<file path="src/rtl/krnl_acc_ctrl_regfile.sv">
// AXI4-Lite control slave for the convolution kernel: ap_ctrl_chain CTRL, config words, 64-bit pointers.
// Optional interrupt block (GIE/IER/ISR, interrupt) is built only when KRNL_ACC_CTRL_INTR_EN is defined.
module krnl_acc_ctrl_regfile #(
   parameter int                ADDR_W   = 12,
   parameter int                NUM_CFG  = 6,
   parameter int                NUM_PTR  = 3,
   parameter logic [ADDR_W-1:0] CFG_BASE = 12'h010,
   parameter logic [ADDR_W-1:0] PTR_BASE = 12'h040
) (
   input  logic                   ACLK,
   input  logic                   ARESETn,
   input  logic [ADDR_W-1:0]      AWADDR,
   input  logic                   AWVALID,
   output logic                   AWREADY,
   input  logic [31:0]            WDATA,
   input  logic [3:0]             WSTRB,
   input  logic                   WVALID,
   output logic                   WREADY,
   output logic [1:0]             BRESP,
   output logic                   BVALID,
   input  logic                   BREADY,
   input  logic [ADDR_W-1:0]      ARADDR,
   input  logic                   ARVALID,
   output logic                   ARREADY,
   output logic [31:0]            RDATA,
   output logic [1:0]             RRESP,
   output logic                   RVALID,
   input  logic                   RREADY,
   output logic                   ap_start,
   output logic                   ap_continue,
   input  logic                   ap_done,
   input  logic                   ap_idle,
   input  logic                   ap_ready,
   output logic [NUM_CFG*32-1:0]  cfg,
   output logic [NUM_PTR*64-1:0]  ptr,
   output logic                   interrupt
);

   localparam logic [1:0] WRRESET = 2'd0;
   localparam logic [1:0] WRIDLE  = 2'd1;
   localparam logic [1:0] WRDATA  = 2'd2;
   localparam logic [1:0] WRRESP  = 2'd3;

   localparam logic [1:0] RDRESET = 2'd0;
   localparam logic [1:0] RDIDLE  = 2'd1;
   localparam logic [1:0] RDDATA  = 2'd2;

   localparam logic [ADDR_W-1:0] A_CTRL = ADDR_W'(12'h000);
   localparam logic [ADDR_W-1:0] A_GIE  = ADDR_W'(12'h004);
   localparam logic [ADDR_W-1:0] A_IER  = ADDR_W'(12'h008);
   localparam logic [ADDR_W-1:0] A_ISR  = ADDR_W'(12'h00C);

   // Handshakes: a beat transfers on a rising edge where valid and ready are both high;
   // valid never depends on ready, and payload is held stable while valid waits for ready.
   function automatic logic [NUM_CFG-1:0] cfg_sel(input logic [ADDR_W-1:0] a);
      logic [NUM_CFG-1:0] s;
      s = '0;
      for (int i = 0; i < NUM_CFG; i++) s[i] = (a == CFG_BASE + ADDR_W'(4 * i));
      return s;
   endfunction

   function automatic logic [NUM_PTR-1:0] ptr_sel(input logic [ADDR_W-1:0] a, input int off);
      logic [NUM_PTR-1:0] s;
      s = '0;
      for (int i = 0; i < NUM_PTR; i++) s[i] = (a == PTR_BASE + ADDR_W'(8 * i + off));
      return s;
   endfunction

   logic [1:0]        wr_state, rd_state;
   logic [ADDR_W-1:0] waddr_q;
   logic [1:0]        bresp_q, rresp_q;
   logic [31:0]       rdata_q;

   logic [31:0]       cfg_q [NUM_CFG];
   logic [63:0]       ptr_q [NUM_PTR];

   logic              start_r, auto_restart_r, cont_r, done_r, idle_r, ready_r;

   logic [NUM_CFG-1:0] w_cfg, r_cfg;
   logic [NUM_PTR-1:0] w_plo, w_phi, r_plo, r_phi;
   logic               w_ctrl, w_gie, w_ier, w_isr, w_ok;
   logic               r_ctrl, r_gie, r_ier, r_isr, r_ok;
   logic               wr_en, ar_hs, ctrl_wr, ctrl_rd, done_bit;
   logic [31:0]        wmask, rd_mux;

   always_comb begin
      w_cfg  = cfg_sel(waddr_q);
      w_plo  = ptr_sel(waddr_q, 0);
      w_phi  = ptr_sel(waddr_q, 4);
      w_ctrl = (waddr_q == A_CTRL);
      w_gie  = (waddr_q == A_GIE);
      w_ier  = (waddr_q == A_IER);
      w_isr  = (waddr_q == A_ISR);
      w_ok   = (|w_cfg) | (|w_plo) | (|w_phi) | w_ctrl | w_gie | w_ier | w_isr;
      r_cfg  = cfg_sel(ARADDR);
      r_plo  = ptr_sel(ARADDR, 0);
      r_phi  = ptr_sel(ARADDR, 4);
      r_ctrl = (ARADDR == A_CTRL);
      r_gie  = (ARADDR == A_GIE);
      r_ier  = (ARADDR == A_IER);
      r_isr  = (ARADDR == A_ISR);
      r_ok   = (|r_cfg) | (|r_plo) | (|r_phi) | r_ctrl | r_gie | r_ier | r_isr;
   end

   assign AWREADY = (wr_state == WRIDLE);
   assign WREADY  = (wr_state == WRDATA);
   assign BVALID  = (wr_state == WRRESP);
   assign BRESP   = bresp_q;
   assign ARREADY = (rd_state == RDIDLE);
   assign RVALID  = (rd_state == RDDATA);
   assign RDATA   = rdata_q;
   assign RRESP   = rresp_q;

   // Unmapped or misaligned addresses never enable a register update.
   assign wr_en    = (wr_state == WRDATA) && WVALID && w_ok;
   assign ar_hs    = (rd_state == RDIDLE) && ARVALID;
   assign ctrl_wr  = wr_en && w_ctrl;
   assign ctrl_rd  = ar_hs && r_ctrl;
   assign wmask    = {{8{WSTRB[3]}}, {8{WSTRB[2]}}, {8{WSTRB[1]}}, {8{WSTRB[0]}}};
   assign done_bit = done_r | ap_done;

   always_ff @(posedge ACLK or negedge ARESETn) begin
      if (!ARESETn) begin
         wr_state <= WRRESET;
         waddr_q  <= '0;
         bresp_q  <= 2'b00;
      end else begin
         case (wr_state)
            WRRESET: wr_state <= WRIDLE;
            WRIDLE: if (AWVALID) begin
               waddr_q  <= AWADDR;
               wr_state <= WRDATA;
            end
            WRDATA: if (WVALID) begin
               bresp_q  <= w_ok ? 2'b00 : 2'b10;
               wr_state <= WRRESP;
            end
            WRRESP: if (BREADY) wr_state <= WRIDLE;
            default: wr_state <= WRIDLE;
         endcase
      end
   end

   always_ff @(posedge ACLK or negedge ARESETn) begin
      if (!ARESETn) begin
         rd_state <= RDRESET;
         rdata_q  <= '0;
         rresp_q  <= 2'b00;
      end else begin
         case (rd_state)
            RDRESET: rd_state <= RDIDLE;
            RDIDLE: if (ARVALID) begin
               rdata_q  <= rd_mux;
               rresp_q  <= r_ok ? 2'b00 : 2'b10;
               rd_state <= RDDATA;
            end
            RDDATA: if (RREADY) rd_state <= RDIDLE;
            default: rd_state <= RDIDLE;
         endcase
      end
   end

   always_ff @(posedge ACLK or negedge ARESETn) begin
      if (!ARESETn) begin
         start_r        <= 1'b0;
         auto_restart_r <= 1'b0;
         cont_r         <= 1'b0;
         done_r         <= 1'b0;
         idle_r         <= 1'b0;
         ready_r        <= 1'b0;
      end else begin
         // A host start request wins over a coincident ap_ready.
         if (ctrl_wr && WSTRB[0] && WDATA[0]) start_r <= 1'b1;
         else if (ap_ready && !auto_restart_r) start_r <= 1'b0;
         if (ctrl_wr && WSTRB[0]) auto_restart_r <= WDATA[7];
         cont_r <= ctrl_wr && WDATA[4];
         if (ap_done) done_r <= 1'b1;
         else if (ctrl_rd) done_r <= 1'b0;
         idle_r  <= ap_idle;
         ready_r <= ap_ready;
      end
   end

   assign ap_start    = start_r;
   assign ap_continue = cont_r;

   always_ff @(posedge ACLK or negedge ARESETn) begin
      if (!ARESETn) begin
         for (int i = 0; i < NUM_CFG; i++) cfg_q[i] <= '0;
         for (int i = 0; i < NUM_PTR; i++) ptr_q[i] <= '0;
      end else begin
         for (int i = 0; i < NUM_CFG; i++)
            if (wr_en && w_cfg[i]) cfg_q[i] <= (cfg_q[i] & ~wmask) | (WDATA & wmask);
         for (int i = 0; i < NUM_PTR; i++) begin
            if (wr_en && w_plo[i]) ptr_q[i][31:0]  <= (ptr_q[i][31:0]  & ~wmask) | (WDATA & wmask);
            if (wr_en && w_phi[i]) ptr_q[i][63:32] <= (ptr_q[i][63:32] & ~wmask) | (WDATA & wmask);
         end
      end
   end

   for (genvar g = 0; g < NUM_CFG; g++) begin : g_cfg
      assign cfg[32*g +: 32] = cfg_q[g];
   end
   for (genvar g = 0; g < NUM_PTR; g++) begin : g_ptr
      assign ptr[64*g +: 64] = ptr_q[g];
   end

`ifdef KRNL_ACC_CTRL_INTR_EN
   logic       gie_r, irq_r;
   logic [1:0] ier_r, isr_r, isr_tog;

   assign isr_tog = (wr_en && w_isr && WSTRB[0]) ? WDATA[1:0] : 2'b00;

   always_ff @(posedge ACLK or negedge ARESETn) begin
      if (!ARESETn) begin
         gie_r <= 1'b0;
         ier_r <= 2'b00;
         isr_r <= 2'b00;
         irq_r <= 1'b0;
      end else begin
         if (wr_en && w_gie && WSTRB[0]) gie_r <= WDATA[0];
         if (wr_en && w_ier && WSTRB[0]) ier_r <= WDATA[1:0];
         // Enabled events override a toggle-to-clear in the same cycle.
         isr_r <= (isr_r ^ isr_tog) | (ier_r & {ap_ready, ap_done});
         irq_r <= gie_r & (|isr_r);
      end
   end

   assign interrupt = irq_r;
`else
   assign interrupt = 1'b0;
`endif

   always_comb begin
      rd_mux = '0;
      if (r_ctrl)
         rd_mux = {24'b0, auto_restart_r, 3'b000, ready_r, idle_r, done_bit, start_r};
      for (int i = 0; i < NUM_CFG; i++)
         if (r_cfg[i]) rd_mux = cfg_q[i];
      for (int i = 0; i < NUM_PTR; i++) begin
         if (r_plo[i]) rd_mux = ptr_q[i][31:0];
         if (r_phi[i]) rd_mux = ptr_q[i][63:32];
      end
`ifdef KRNL_ACC_CTRL_INTR_EN
      if (r_gie) rd_mux = {31'b0, gie_r};
      if (r_ier) rd_mux = {30'b0, ier_r};
      if (r_isr) rd_mux = {30'b0, isr_r};
`endif
   end

endmodule
</file>
<file path="config.mk">
export PLATFORM = sky130hd
export DESIGN_NAME = krnl_acc_ctrl_regfile
export DESIGN_NICKNAME = d
export VERILOG_FILES = /design/src/rtl/krnl_acc_ctrl_regfile.sv
export SDC_FILE = /design/constraint.sdc
export NUM_CORES = 1
export LEC_CHECK = 0
export CORE_MARGIN = 2
export CORE_UTILIZATION = 40
export DETAILED_ROUTE_END_ITERATION = 7
export PLACE_DENSITY = 0.75
export SLEW_MARGIN = 20
export SYNTH_ARGS = -nofsm -noshare
export SYNTH_HDL_FRONTEND = slang
export SYNTH_SLANG_ARGS = --single-unit
</file>
<file path="constraint.sdc">
create_clock -name ACLK -period 7.4 [get_ports ACLK]
set_input_delay 1.48 -clock ACLK [delete_from_list [all_inputs] [get_ports ACLK]]
set_output_delay 1.48 -clock ACLK [all_outputs]
set_load 0.03 [all_outputs]
</file>
Yosys cells after proc, flatten, opt, wreduce, memory -nomap -nowiden
Index checks and enable logic that the tools add are counted.
{ "totals": {"in_bits": 70, "out_inout_bits": 428, "reg_bits": 442} }
{ "classes": {"eq_ne": 40, "n_bitwise": 39, "mux": 26, "n_reduce_logical": 38} }
{ "ops": {"columns": ["op", "n"], "rows": [
  ["bitwise AND 32 bit", 13],
  ["two-way mux 32 bit", 12],
  ["bitwise OR 32 bit", 12],
  ["== test 12 x 7 -> 1 bit (second input constant)", 12],
  ["== test 12 x 5 -> 1 bit (second input constant)", 8],
  ["== test 12 x 4 -> 1 bit (second input constant)", 4],
  ["== test 12 x 6 -> 1 bit (second input constant)", 4],
  ["inverter 32 bit", 1],
  ["== test 12 x 3 -> 1 bit (second input constant)", 2],
  ["zero test 12 bit", 2],
  ["logical AND 1 bit", 21],
  ["two-way mux 2 bit", 7],
  ["bitwise OR 1 bit", 13],
  ["OR reduction 3 bit", 4],
  ["OR reduction 6 bit", 2],
  ["two-way mux 8 bit", 1],
  ["case mux 2 bit (4 select lines)", 1],
  ["AND reduction 2 bit", 4],
  ["== test 2 bit (second input constant)", 3],
  ["inequality test 2 bit (second input constant)", 3],
  ["== test 2 x 1 -> 1 bit (second input constant)", 2],
  ["two-way mux 1 bit", 4],
  ["inequality test 2 x 1 -> 1 bit (second input constant)", 2],
  ["case mux 2 bit (2 select lines)", 1],
  ["other kinds (4)", 5]
]} }

Depth between registers and ports, before layout
{ "depth": {"depth_word": 14, "mapped_depth": 10, "ltp_nobuf": 7} }

Least setup slack after synthesis
OpenSTA, ideal clock, no wires.
{ "synth_path": {"path_type": "in2reg", "from": "input ARADDR[7]", "to": "register rdata_q[27], in the netlist RDATA[27]", "stages": 8, "setup_ps": 126, "slack_ps": 4012, "arrival_ps": 3262, "path_cell_list": "clkbuf_1 > buf_2 > nor4b_1 > buf_2 > nand4_1 > a211oi_1 > nor4b_1 > a221o_1"} }
{ "synth_between": {"elab_chain_cells": 13, "word_cells_on_any_way": 24} }
{ "synth_rtl": {"columns": ["element", "line", "rtl"], "rows": [
  ["from (decl)", "22", "input logic [ADDR_W-1:0] ARADDR,"],
  ["== test 12 x 5 -> 1 bit", "58", "for (int i = 0; i < NUM_CFG; i++) s[i] = (a == CFG_BASE + ADDR_W'(4 * i));"],
  ["two-way mux 32 bit (6 in series)", "239", "if (r_cfg[i]) rd_mux = cfg_q[i];"],
  ["two-way mux 32 bit", "241", "if (r_plo[i]) rd_mux = ptr_q[i][31:0];"],
  ["two-way mux 32 bit", "242", "if (r_phi[i]) rd_mux = ptr_q[i][63:32];"],
  ["two-way mux 32 bit", "241", null],
  ["two-way mux 32 bit", "242", null],
  ["two-way mux 32 bit", "241", null],
  ["two-way mux 32 bit (*)", "242", null],
  ["to (signal assigned)", "153", "rdata_q <= rd_mux;"],
  ["to (decl)", "72", "logic [31:0] rdata_q;"]
]} }
Mark *: on every way between the ends. The rest lies on a longest branch, timed or not.
A chain may end at the register's enable or synchronous reset.

Final worst setup path
{ "layout_path": {"from": "input ARADDR[5]", "to": "register rdata_q[25], in the netlist RDATA[25]"} }
Same word-level chain as after synthesis.

==> flow_summary.toml <==
[global_route]
grt_max_degree = 152
gr-usage-all-layers_pct = 33.7
grt_pass1_wl_um = 132000
grt_antenna_before_repair = 4
grt_pass1_vias = 18139
grt.overflow.total = 0

[power]
pwr-share-clk_pct = 42.0
ir_drop_mv = 0.213
p_switching_w = 0.00182
power.share.combinational_pct = 15.9
p_sw_share_pct = 28.7
p_int_w = 0.00452
cellPowerDensity_nw_per_um2 = 223
p_seq_share_pct = 42.1
leakagePower_nw = 12.7

[synth]
synth-edff-count = 0
yosys.area_share.simple_pct = 8.70
synthMuxAreaShare_pct = 24.4
synth_xor_xnor_area_share_pct = 0
synth-async-reset-ratio_pct = 100
synth_area_um2 = 21100
synth_top_family_by_area = "multiplexers"
ys_ff_latch = 440
syn_avg_cell_area_um2 = 12.4
synthAdderAreaFrac_pct = 0.238
synth-seq-area-share_pct = 52.3
ys_top_cells_by_area = "dfrtp_1 52%, mux2_2 21%, clkbuf_1 1.7%"
synth-main-ff-cell = "dfrtp_1"
synth_cells = 1691
synth_top_area_cell = "dfrtp_1"
yosysTopAreaCellShare_pct = 52.3
yosysWarningCount = 0
yosysUniqueCellTypes = 76
synth_compound_area_share_pct = 11.7

[worst_setup_path]
worst_path_max_delay_cell = "nor4bb_4"
path_buf_inv = 2
reg2reg_slack_ns = 4.06
reg2reg_from = "wr_state[0]"
crit_type = "primary input to register"
crit_arrival_ns = 5.07
worst_path_largest_cell_delay_ns = 1.10
rr_worst_depth = 7
required_ns = 7.82
critPathMaxFanout = 25
cp_cell_sequence = "clkdlybuf4s50_1 > nor4bb_4 > nand4_1 > buf_4 > or3_1 > o21ai_0 > a31oi_1"
crit_family = "simple AND/OR/NAND/NOR gates"
cp-end-kind = "register"
start_kind = "primary input"

[floorplanning]
io_pins = 498
core_um2 = 52300
start_util_pct = 40.2
fp.dieW_um = 233
rows = 84
die_area_um2 = 54500
die_y_um = 233

[outcome]
status = "finished, final reports clean"

[drt]
route.met3.wl_um = 10200
first_iter_violations = 1907
met1_length_um = 36100
detail_route.wl_per_cell_um = 32.7
ant_nets = 0
routed.top_layer = "met5"
vias = 18014
first_pass_iters = 8
dr_wl_met2_um = 42400
drc = 0
avgViaCountPerCell = 6.28
drt-total-wl_um = 93700

[timing]
finalClockSkew_ns = 0.0244
maxSlewViolCount = 0
rsz0062_at_grt = "false"
finalCritPeriodShare_pct = 62.9
fin_tns_setup_ns = 0
max_slew_margin_pct = 22.3
setup_viol = 0
hold_viol = 0
finalCriticalPeriod_ns = 4.65
worst_pin_slew_ns = 1.16
timing.fmax_ghz = 0.215

[cells_and_area]
layout.core_utilization_pct = 54.4
antenna_cells = 0
area_growth_syn_to_layout_pct = 35.1
nFillCells = 4394
layout-drive-gt1-share_pct = 27.4
seq_area_um2 = 11000
layout_commonest_cell = "clkdlybuf4s50_1"
layout_common_cells = "491 x clkdlybuf4s50_1, 440 x dfrtp_1, 398 x mux2_2"
multi_input_area_um2 = 9570
nets = 2217

[place]
gp_congestion = 0.924
portBuffers = 494
hpwl_um = 66800

[clock_tree]
insertion_delay_ns = 0.60
numCtsBuffers = 48
tritoncts = "yes"
clock-sinks = 440
holdBufCountCts = 0
root_buffer = "clkbuf_16"
post_cts_buffers = 0
ctsResizeCount = 0
clockBufferDepth = 3
htreeDepth = 2
clk_pin_slew_ns = 0.06

[worst_hold_path]
min_path_cells = 1
min_path_type = "register to register"
min-delay-start = "done_r"
whs_endpoint = "done_r"

[run]
maxCapViolations = 0
==> power by group through the flow <==
stage | Sequential, W | Combinational [W] | Clock, W
after CTS | 0.00266 | 0.00101 | 0.00268
after global placement | 0.00270 | 0.000978 | 0
final | 0.00267 | 0.00101 | 0.00266
after detailed placement | 0.00271 | 0.00100 | 0
after floorplan | 0.00280 | 0.000391 | 0
after global routing | 0.00268 | 0.00106 | 0.00277
==> worst max path at each step <==
stage	from	endpoint	slack [ns]	cells past startpoint
finish	ARADDR[5]	RDATA[25]	2.75	7
floorplan	ARADDR[7]	RDATA[27]	4.01	8
global placement	ARADDR[5]	RDATA[25]	2.38	7
CTS	ARADDR[5]	RDATA[25]	2.83	7
detailed placement	ARADDR[5]	RDATA[27]	2.23	7
global route	ARADDR[5]	RDATA[27]	2.61	7
==> final cells by class <==
class / count / share of cell area [%]
inverters: 10 / 0.132
repair buffers: 529 / 18.4
clock buffers: 70 / 5.04
multi-input cells: 1114 / 33.6
well taps: 688 / 3.03
flip-flops and latches: 440 / 38.7
clock inverters: 18 / 1.06
==> per-layer routing <==
layer | vias up | global-route usage [%]
met2 | 1139 | 52.0
met4 | 11 | 16.3
met3 | 288 | 11.6
met1 | 9245 | 42.3
li1 | 7331 | -
met5 | - | 0.919
==> Yosys cell counts, drive strengths merged (5+ instances only) <==
| library cell | n |
|---|---|
| nand3b | 6 |
| a221o | 10 |
| a32o | 6 |
| and3 | 7 |
| a211oi | 8 |
| a31o | 5 |
| o21a | 6 |
| a211o | 6 |
| a22o | 12 |
| a31oi | 5 |
| o41ai | 6 |
| nor3 | 14 |
| nand4 | 9 |
| nand2b | 12 |
| o221a | 6 |
| mux2i | 28 |
| o2bb2ai | 8 |
| nor2 | 67 |
| nand3 | 35 |
| buf | 36 |
| nand2 | 78 |
| a21oi | 61 |
| mux4 | 8 |
| or3 | 17 |
| inv | 10 |
| clkbuf | 93 |
| dfrtp | 440 |
| mux2 | 415 |
| a2bb2oi | 21 |
| a221oi | 9 |
| o21ai | 45 |
| nor4 | 15 |
| and4b | 5 |
| or2 | 5 |
| or4 | 8 |
| o22ai | 28 |
| nor2b | 17 |
| o221ai | 24 |
| a22oi | 14 |
| a222oi | 6 |
| a32oi | 13 |
| o31ai | 6 |
| and2 | 6 |
==> cell families after synthesis <==
group                      Yosys count
AOI/OAI and AO/OA                  336
and+or+nand+nor                    320
buffers and inverters              139
DFF                                440
muxes                              451
adders and majority gates            4
other                                1
==> per-stage QoR <==
| step | power, W | worst slack [ns] | area, µm² | hold slack (ns) | instances |
|---|---|---|---|---|---|
| after floorplan | 0.00320 | 4.01 | 21100 | 0.450 | 1693 |
| after global placement | 0.00368 | 2.38 | 26700 | 0.465 | 2781 |
| after detailed placement | 0.00371 | 2.23 | 26700 | 0.468 | 2781 |
| after CTS | 0.00635 | 2.83 | 28400 | 0.481 | 2869 |
| after global routing | 0.00651 | 2.61 | 28400 | 0.514 | 2869 |
| final | 0.00634 | 2.75 | 28400 | 0.483 | 2869 |
(Power assumes the default switching activity.)
